--- src/rtl/ifmap_pkg.sv ---
// Shared types and helpers for the IFMap window reader: FSM states, pointer type
// and the single-subtract circular add used for every buffer address.
package ifmap_pkg;

    localparam int PTR_W = 8;

    typedef logic [PTR_W-1:0] ptr_t;

    typedef enum logic [2:0] {
        IDLE,
        READ,
        STRIDE,
        ROW_END,
        RELEASE
    } state_e;

    // Both operands are below depth, so one conditional subtract is a full modulo.
    function automatic logic [31:0] wrap_add(input logic [31:0] a,
                                             input logic [31:0] b,
                                             input logic [31:0] depth);
        logic [31:0] s;
        s = a + b;
        return (s >= depth) ? (s - depth) : s;
    endfunction

endpackage

--- src/rtl/circ_ptr_add.sv ---
// Combinational modulo-DEPTH adder for circular scratchpad pointers.
module circ_ptr_add
    import ifmap_pkg::*;
#(
    parameter int W     = 8,
    parameter int DEPTH = 16
) (
    input  logic [W-1:0] a_i,
    input  logic [W-1:0] b_i,
    output logic [W-1:0] sum_o
);

    assign sum_o = W'(wrap_add(32'(a_i), 32'(b_i), 32'(DEPTH)));

endmodule

--- src/rtl/ifmap_window_reader.sv ---
// Read-side address generator for the circular IFMap scratchpad: walks a 1-D
// filter window across the current row and hands one pointer per element to the PE.
module ifmap_window_reader
    import ifmap_pkg::*;
#(
    parameter int POINTER_SIZE = 8,
    parameter int STRIDE_SIZE  = 3,
    parameter int IFMAP_SIZE   = 16
) (
    input  logic                    clk,
    input  logic                    rst,
    input  logic                    start,
    input  logic [POINTER_SIZE-1:0] row_len,
    input  logic [POINTER_SIZE-1:0] filter_size,
    input  logic [STRIDE_SIZE-1:0]  stride,
    input  logic [POINTER_SIZE-1:0] len_counter,
    input  logic                    rd_ready,
    output logic [POINTER_SIZE-1:0] read_pointer,
    output logic                    rd_valid,
    output logic                    last_in_window,
    output logic                    co_filter,
    output logic                    end_row,
    output logic                    next_row,
    output logic                    busy,
    output logic                    cfg_err
);

    localparam int W = POINTER_SIZE;

    state_e                 state_q;
    logic [W-1:0]           row_start_q;
    logic [W-1:0]           win_off_q;
    logic [W-1:0]           k_q;
    logic [W-1:0]           row_len_q;
    logic [W-1:0]           filter_q;
    logic [STRIDE_SIZE-1:0] stride_q;
    logic                   co_filter_q;
    logic                   end_row_q;
    logic                   next_row_q;
    logic                   cfg_err_q;

    logic [W-1:0]           elem_off;
    logic [W-1:0]           row_start_nxt;
    logic [W+1:0]           next_win_end;
    logic                   cfg_bad;
    logic                   handshake;

    assign elem_off = win_off_q + k_q;

    circ_ptr_add #(.W(W), .DEPTH(IFMAP_SIZE)) u_rd_addr (
        .a_i   (row_start_q),
        .b_i   (elem_off),
        .sum_o (read_pointer)
    );

    circ_ptr_add #(.W(W), .DEPTH(IFMAP_SIZE)) u_row_addr (
        .a_i   (row_start_q),
        .b_i   (row_len_q),
        .sum_o (row_start_nxt)
    );

    // End of the window that would follow a stride; past row_len means the row is done.
    assign next_win_end = {2'b00, win_off_q}
                        + {{(W+2-STRIDE_SIZE){1'b0}}, stride_q}
                        + {2'b00, filter_q};

    assign cfg_bad        = (filter_size == '0) || (filter_size > row_len);
    assign rd_valid       = (state_q == READ) && (elem_off < len_counter);
    assign last_in_window = (state_q == READ) && (k_q == filter_q - W'(1));
    assign handshake      = rd_valid && rd_ready;

    assign co_filter = co_filter_q;
    assign end_row   = end_row_q;
    assign next_row  = next_row_q;
    assign cfg_err   = cfg_err_q;
    assign busy      = (state_q != IDLE);

    // NOTE: every register here uses <= so all branches see pre-edge values and
    // the pulse flags can be cleared up front and re-set by the taken branch.
    always_ff @(posedge clk) begin
        if (rst) begin
            state_q     <= IDLE;
            row_start_q <= '0;
            win_off_q   <= '0;
            k_q         <= '0;
            row_len_q   <= '0;
            filter_q    <= '0;
            stride_q    <= '0;
            co_filter_q <= 1'b0;
            end_row_q   <= 1'b0;
            next_row_q  <= 1'b0;
            cfg_err_q   <= 1'b0;
        end else begin
            co_filter_q <= 1'b0;
            end_row_q   <= 1'b0;
            next_row_q  <= 1'b0;
            cfg_err_q   <= 1'b0;

            case (state_q)
                IDLE: begin
                    if (start) begin
                        if (cfg_bad) begin
                            cfg_err_q <= 1'b1;
                        end else begin
                            row_len_q <= row_len;
                            filter_q  <= filter_size;
                            stride_q  <= (stride == '0) ? STRIDE_SIZE'(1) : stride;
                            win_off_q <= '0;
                            k_q       <= '0;
                            state_q   <= READ;
                        end
                    end
                end

                READ: begin
                    if (handshake) begin
                        if (last_in_window) begin
                            k_q         <= '0;
                            co_filter_q <= 1'b1;
                            state_q     <= STRIDE;
                        end else begin
                            k_q <= k_q + W'(1);
                        end
                    end
                end

                STRIDE: begin
                    if (next_win_end > {2'b00, row_len_q}) begin
                        end_row_q <= 1'b1;
                        state_q   <= ROW_END;
                    end else begin
                        win_off_q <= win_off_q + W'(stride_q);
                        state_q   <= READ;
                    end
                end

                ROW_END: begin
                    next_row_q <= 1'b1;
                    state_q    <= RELEASE;
                end

                RELEASE: begin
                    row_start_q <= row_start_nxt;
                    win_off_q   <= '0;
                    state_q     <= IDLE;
                end

                default: state_q <= IDLE;
            endcase
        end
    end

endmodule

--- config.mk ---
export PLATFORM = sky130hd
export DESIGN_NAME = ifmap_window_reader
export DESIGN_NICKNAME = d
export VERILOG_FILES = /design/src/rtl/ifmap_pkg.sv /design/src/rtl/circ_ptr_add.sv /design/src/rtl/ifmap_window_reader.sv
export SDC_FILE = /design/constraint.sdc
export NUM_CORES = 1
export LEC_CHECK = 0
export BUFFER_PORTS_ARGS = -buffer_cell sky130_fd_sc_hd__buf_2
export CAP_MARGIN = 20
export CORE_MARGIN = 8
export CORE_UTILIZATION = 61
export CTS_CLUSTER_DIAMETER = 120
export DETAILED_ROUTE_END_ITERATION = 12
export GPL_TIMING_DRIVEN = 0
export PLACE_DENSITY = 0.82
export SKIP_CTS_REPAIR_TIMING = 1
export SLEW_MARGIN = 20
export SYNTH_ARGS = -nofsm -noshare
export SYNTH_HDL_FRONTEND = slang
export SYNTH_HIERARCHICAL = 1
export SYNTH_SLANG_ARGS = --single-unit
--- constraint.sdc ---
create_clock -name clk -period 7.95 [get_ports clk]
set_input_delay 2.385 -clock clk [delete_from_list [all_inputs] [get_ports clk]]
set_output_delay 2.385 -clock clk [all_outputs]
set_load 0.02 [all_outputs]
==> results of run 1 <==
==> flip-flops by register name (all words and copies together), names as in the netlist <==
register / count
filter_q: 8
k_q: 8
row_len_q: 8
row_start_q: 8
win_off_q: 8
state_q: 3
stride_q: 3
cfg_err: 1
co_filter: 1
end_row: 1
next_row: 1
==> through the flow <==
| step | util (%) | instance area [um^2] |
|---|---|---|
| after floorplan | - | 4620 |
| after global placement | 68.1 | 4970 |
| after detailed placement | 68.1 | 4970 |
| after CTS | 69.4 | 5060 |
| after global routing | 69.4 | 5060 |
| final | 69.4 | 5060 |
==> worst max-delay path: stages (launching register included) <==
cell and delay, ps:
dfxtp_1 470, ha_1 210, inv_1 50, fa_1 400, nor2b_1 120, o21ai_0 110, and3_1 210, nor2_1 210
ha_1 350, or3b_1 360, o21ai_0 150, nor4_4 100, ha_1 230, o211ai_1 110, nand4b_1 170, nor3_2 200
a31oi_1 110, buf_2 170
==> placed cells by master, fill, tap and decap left out, drive strengths merged, types with 8 or more instances in the layout <==
cell type / n
ha: 65
nor2: 51
dfxtp: 50
inv: 47
buf: 47
nand2: 38
a21oi: 33
mux2i: 23
xnor2: 22
nand3: 16
nor3: 14
o21ai: 12
clkbuf: 12
a21o: 11
nand2b: 10
xor2: 10
nor2b: 9
and3: 9
a211oi: 8
fa: 8
nor4: 8
==> cell type report <==
| type | count | share of cell area [%] |
|---|---|---|
| Multi-Input combinational cell | 437 | 67.2 |
| Buffer | 9 | 0.840 |
| Inverter | 47 | 3.48 |
| Sequential cell | 50 | 19.8 |
| Clock buffer | 6 | 1.63 |
| Clock inverter | 2 | 0.247 |
| Timing Repair Buffer | 44 | 4.35 |
| Tap cell | 99 | 2.45 |
==> cell usage after synthesis, types with 3 or more instances <==
master	n
o2bb2ai_1	5
nand3_1	14
a21oi_1	31
a22o_1	3
fa_1	8
a21boi_1	4
nand2b_1	10
xor2_1	10
a31oi_1	3
and4_1	3
inv_1	47
and3_1	9
a211o_1	7
xnor2_1	22
and2_1	3
nor4_1	6
clkbuf_1	6
ha_1	65
nor3_1	12
nand2_1	36
a211oi_1	8
nand4b_1	4
o21ai_0	10
or3_1	6
o211ai_1	5
a221o_1	3
mux2i_1	23
o21a_1	4
a2111oi_0	3
a21o_1	11
and3b_1	3
nor2_1	49
dfxtp_1	50
or4b_1	3
nor2b_1	9
==> where the power goes <==
group	internal, mW	switching (mW)
Sequential	0.259	0.0120
Combinational	0.0739	0.0893
Clock	0.0701	0.0890
==> cells by family (layout without fill, tap and decap cells) <==
logic type               after synthesis  after routing
AND/OR/NAND/NOR                      192            192
AO/OA/AOI/OAI                        117            117
adder cells (fa/ha/maj)               73             73
buffers and inverters                 56            108
flip-flops                            50             50
XOR/XNOR                              32             32
multiplexers                          23             23
==> path summary, 6_finish.rpt <==
path	startpoint	to	slack [ps]
worst max-delay path	k_q[0]$_SDFFE_PP0P_	read_pointer[4]	1520
worst min-delay path	row_start_q[2]$_SDFFE_PP0N_	row_start_q[2]$_SDFFE_PP0N_	510
worst max register to register	win_off_q[1]$_SDFFE_PP0P_	win_off_q[6]$_SDFFE_PP0P_	2970
worst min register to register	row_start_q[2]$_SDFFE_PP0N_	row_start_q[2]$_SDFFE_PP0N_	510
==> routing by layer <==
layer	up-vias	track usage, %
li1	2063	-
met1	1980	28.8
met2	127	37.7
met3	25	3.51
met4	0	7.56
met5	-	0
==> impl_metrics.ini, run 1 <==
[yosys]
synth_compound_area_share_pct = 18.3
ranking_of_synthesized_cells_by_area = dfxtp_1 (22%), ha_1 (18%), mux2i_1 (5.0%), xnor2_1 (4.2%), nor2_1 (4.0%)
yosys_warnings = 6
syn_avg_cell_area_um2 = 8.52
synth.mux.area_fraction_pct = 4.98
synth_top_area_cell = dfxtp_1
synth_enable_flop_cells = 0
synth_top_area_share_pct = 21.6
yosys.area_share.xor_xnor_pct = 6.06
synthCells = 543
number_of_distinct_library_cells_after_synthesis = 67
ys_seq_area_share_pct = 21.6
synth-seq-cells = 50
synth-async-reset-ratio_pct = 0
postSynthNetCount = 647
post_synthesis_share_of_cell_area_spent_on_full_adders_half_adders_and_majority_gates_pct = 21.0
main_synth_ff_type = dfxtp_1
synthesis.area_mm2 = 0.00462
main_combinational_cell_family_by_area_after_synthesis = simple AND/OR/NAND/NOR gates
simple_gate_fraction_of_synth_area_pct = 23.2

[global_routing]
globalRouteOverflowTotal = 0
grt_start_max_net_pins = 16
grt_antenna_before_repair = 0
grt_pass1_wl_um = 19100
grt_pass1_vias = 4085
grt_util_all_layers_pct = 22.6

[job]
timing.max_cap.violations = 0

[layout]
post_layout_nonfiller_instances = 694
final_nets = 698
nFillCells = 601
syn2layout_area_growth_pct = 9.50
multiInputGateArea_mm2 = 0.00340
sequential_cell_area_mm2 = 0.00100
drive_gt1_share_pct = 13.1
diodes = 0

[run_status]
status = finished, final reports clean

[timing]
setup_viol = 0
timing.hold.ws_ps = 511
finalHoldViolations = 0
post-route-min-period_ps = 6430
achievable_frequency_mhz = 155
max-slew-margin-rel_pct = 39.2
maxSlewViolCount = 0
timing.final.crit_share_pct = 80.9
setup_slack_ps = 1520
finClkSkew_ps = 10.2
rsz0062_at_grt = false
worstMarginPinSlew_ps = 910
fin_setup_tns_ps = 0

[detailed_routing]
via_per_inst = 6.04
drc_errors = 0
number_of_nets_still_failing_antenna_checks_after_routing = 0
routedWlPerCell_um = 16.5
routed-via-count = 4195
postRouteWirelength_um = 11500
drtPass1Iterations = 5
dr_wl_met3_um = 711
initialDrtViolationCount = 285
detail_route.wirelength.met1_um = 5240
top_layer_used = met4
wl_met2_um = 5270

[placement]
routabilityCongestion = 0.865
placedCellCount = 686
final_hpwl_dp_um = 9370
dp_worst_setup_slack_ps = 1800
port_buffer_count = 44

[die]
num_io_pins = 46
core_area_mm2 = 0.00729
initial_util_pct = 63.4
floorplan.rows = 31
die_h_um = 103
die_width_um = 103
full_die_area_mm2 = 0.0106

[clocking]
cts_inserted_buffers = 5
register_clock_pin_slew_on_the_reported_worst_setup_and_hold_paths_ps = 100
clockRootBuffer = clkbuf_8
cts_buffer_depth = 2
cts-htree-levels = 2
tritoncts_num_sinks = 50
cts_tree = yes
clk-insertion-delay-late_ps = 320

[worst_setup_path]
critical_path_required_ps = 5570
endpoint_kind = output port
type_of_the_worst_setup_path = reg2out
worst_setup_path_start_kind = flip-flop
crit_path_max_fanout = 6
r2r.worst_path.cells = 18
timing.critical_path.arrival_ps = 4050

[power]
p_leak_nw = 2.42
totalPowerFinal_mw = 0.593
vdd.ir_drop.worst_mv = 0.0988
power.density_cell_area_mw_per_mm2 = 117

[hold_path]
worst_hold_path_type = reg2reg
worstHoldPathCells = 2
Power figures use the tool's default switching activity.
==> run 2, diff against run 1 <==
--- a/config.mk
+++ b/config.mk
@@ -5,6 +5,7 @@
 export SDC_FILE = /design/constraint.sdc
 export NUM_CORES = 1
 export LEC_CHECK = 0
+export ABC_AREA = 1
 export BUFFER_PORTS_ARGS = -buffer_cell sky130_fd_sc_hd__buf_2
 export CAP_MARGIN = 20
 export CORE_MARGIN = 8
@@ -12,7 +13,7 @@
 export CTS_CLUSTER_DIAMETER = 120
 export DETAILED_ROUTE_END_ITERATION = 12
 export GPL_TIMING_DRIVEN = 0
-export PLACE_DENSITY = 0.82
+export PLACE_DENSITY = 0.81
 export SKIP_CTS_REPAIR_TIMING = 1
 export SLEW_MARGIN = 20
 export SYNTH_ARGS = -nofsm -noshare
==> constraint.sdc (replaced) <==
create_clock -name clk -period 6.75 [get_ports clk]
set_input_delay 2.025 -clock clk [delete_from_list [all_inputs] [get_ports clk]]
set_output_delay 2.025 -clock clk [all_outputs]
set_load 0.02 [all_outputs]
==> run 2 against run 1 <==
Clock power up 34%. Clock skew grew 7.2 ps. Sequential share of layout area down 2.0 points. Power rose by 120%. Wire length grew 10%. Critical path depth is 3 higher. Utilization shrank 0.86 points. Critical endpoint is now read_pointer[7]. Highest routed layer unchanged.
==> impl_metrics.ini, run 2 <==
[layout]
final_cell_mix = nand2_1 (172), inv_1 (122), nor2_1 (95)
post-route-util_pct = 68.6
drive_gt1_share_pct = 16.1
final_nets = 934
final_common_cell = nand2_1
syn2layout_area_growth_pct = 8.87
diodes = 0

[timing]
worstMarginPinSlew_ps = 531
max-slew-margin-rel_pct = 64.6
timing.final.crit_share_pct = 86.7
setup_viol = 0
finClkSkew_ps = 17.4
maxSlewViolCount = 0
achievable_frequency_mhz = 171
finalHoldViolations = 0
rsz0062_at_grt = false
post-route-min-period_ps = 5850
fin_setup_tns_ps = 0

[yosys]
synthTopCellsByCount = nand2_1 (172), inv_1 (122), nor2_1 (95)
synth-seq-cells = 50
synthCells = 779
synth-async-reset-ratio_pct = 0
postSynthNetCount = 883
syn_avg_cell_area_um2 = 6.64
number_of_distinct_library_cells_after_synthesis = 38
synth_top_area_share_pct = 19.3
synth.most_common_cell = nand2_1
synth_top_area_cell = dfxtp_1
ranking_of_synthesized_cells_by_area = dfxtp_1 (19%), ha_1 (16%), nand2_1 (12%), inv_1 (8.8%), nor2_1 (6.9%)
synthesis.area_mm2 = 0.00518
yosys_warnings = 6
synth_enable_flop_cells = 0
ys_seq_area_share_pct = 19.3
main_synth_ff_type = dfxtp_1

[clocking]
clockRootBuffer = clkbuf_8
cts_tree = yes
cts_inserted_buffers = 5
cts_buffer_depth = 2
clk-insertion-delay-late_ps = 310
register_clock_pin_slew_on_the_reported_worst_setup_and_hold_paths_ps = 100
cts-htree-levels = 2
tritoncts_num_sinks = 50

[die]
die_width_um = 108
full_die_area_mm2 = 0.0117
num_io_pins = 46
initial_util_pct = 63.0
core_area_mm2 = 0.00822
die_h_um = 108
floorplan.rows = 33

[power]
totalPowerFinal_mw = 1.32
vdd.ir_drop.worst_mv = 0.119
p_leak_nw = 3.08
power.density_cell_area_mw_per_mm2 = 235

[placement]
routabilityCongestion = 0.882
port_buffer_count = 44
final_hpwl_dp_um = 10600

[global_routing]
globalRouteOverflowTotal = 0
grt_pass1_vias = 4836
grt_pass1_wl_um = 21600
grt_antenna_before_repair = 0
grt_start_max_net_pins = 16
grt_util_all_layers_pct = 22.3

[worst_setup_path]
r2r.worst_path.cells = 22
crit_chain = inv_1 > fa_1 > o21ai_0 > xnor2_1 > inv_1 > ha_1 > nand2_1 > nor2_1 > nand2_1 > nand3_2 > nand2_1 > nand2_2 > ha_1 > nand4_1 > nor2_1 > nand3_2 > nand3_2 > nand2_1 > inv_1 > buf_2
worst_r2r_startpoint = win_off_q[1]$_SDFFE_PP0P_
path_common_cell = nand2_1
critical_path_required_ps = 4720
crit_path_max_fanout = 5
worst_path_dominant_cell_family = simple AND/OR/NAND/NOR gates
worst_setup_path_startpoint = win_off_q[1]$_SDFFE_PP0P_
worst_setup_path_start_kind = flip-flop
type_of_the_worst_setup_path = reg2out
timing.critical_path.arrival_ps = 3830
reg2reg_slack_ps = 3020
endpoint_kind = output port
cp.buffers_inverters = 4
critical_path.max_stage_delay_ps = 490
r2r-end = win_off_q[7]$_SDFFE_PP0P_
slowest_stage = dfxtp_1

[hold_path]
hold-path-endpoint = stride_q[0]$_SDFFE_PP0P_
worstHoldPathCells = 2
hold_start = stride_q[0]$_SDFFE_PP0P_
worst_hold_path_type = reg2reg

[run_status]
status = finished, final reports clean

[detailed_routing]
number_of_nets_still_failing_antenna_checks_after_routing = 0
postRouteWirelength_um = 12700
drtPass1Iterations = 5
via_per_inst = 5.37
initialDrtViolationCount = 334
drc_errors = 0
routedWlPerCell_um = 13.5
routed-via-count = 5017

[job]
timing.max_cap.violations = 0
run 2: tightest hold or removal path: stages, from the launching register on:
cell     delay [ps]
dfxtp_1         360
nand2_1          90
a21oi_1          60
run 2: worst max-delay path by stage:
| stage | depth (start not counted) | end | slack [ps] |
|---|---|---|---|
| after global routing | 21 | read_pointer[7] | 670 |
| after CTS | 21 | read_pointer[7] | 940 |
| after detailed placement | 21 | read_pointer[7] | 1310 |
| final | 20 | read_pointer[7] | 900 |
| after floorplan | 18 | read_pointer[4] | 1660 |
| after global placement | 21 | read_pointer[7] | 1320 |
run 2: power breakdown:
part | switching (mW) | internal, mW
Sequential | 0.0467 | 0.327
Clock | 0.103 | 0.109
Combinational | 0.454 | 0.282
run 2: per-stage QoR:
stage | hold WS [ps] | instance area (um^2) | setup WS, ps | cells
2_1_floorplan | 469 | 5180 | 1660 | 779
3_3_place_gp | 512 | 5530 | 1320 | 928
3_5_place_dp | 523 | 5530 | 1310 | 928
4_1_cts | 539 | 5640 | 941 | 935
5_1_grt | 561 | 5640 | 666 | 935
6_report | 543 | 5640 | 898 | 935
run 2: routing by layer:
layer	vias to the layer above	GRT usage [%]	share of wire [%]
li1	2593	-	-
met1	2258	27.7	44
met2	143	38.5	48
met3	23	3.03	5.8
met4	0	8.03	1.9
met5	-	0	0
run 2: final cells by class:
class | instances | area (um^2)
timing repair buffer | 44 | 220
buffer | 9 | 67.6
clock buffer | 5 | 68.8
fill | 688 | 2580
multi-input combinational | 588 | 3610
sequential | 50 | 1000
clock inverter | 2 | 38.8
inverter | 132 | 498
tap | 105 | 131
run 2: cells by family (layout without fill, tap and decap cells):
logic type                 Yosys count  after routing  share of synthesized area, %
AOI/OAI and AO/OA                   92             92                          9.86
xor gates and xnor gates            26             26                          4.40
adders and majority gates           73             73                          18.8
buffers and inverters              141            192                          10.9
DFF                                 50             50                          19.3
and+or+nand+nor                    397            397                          36.7
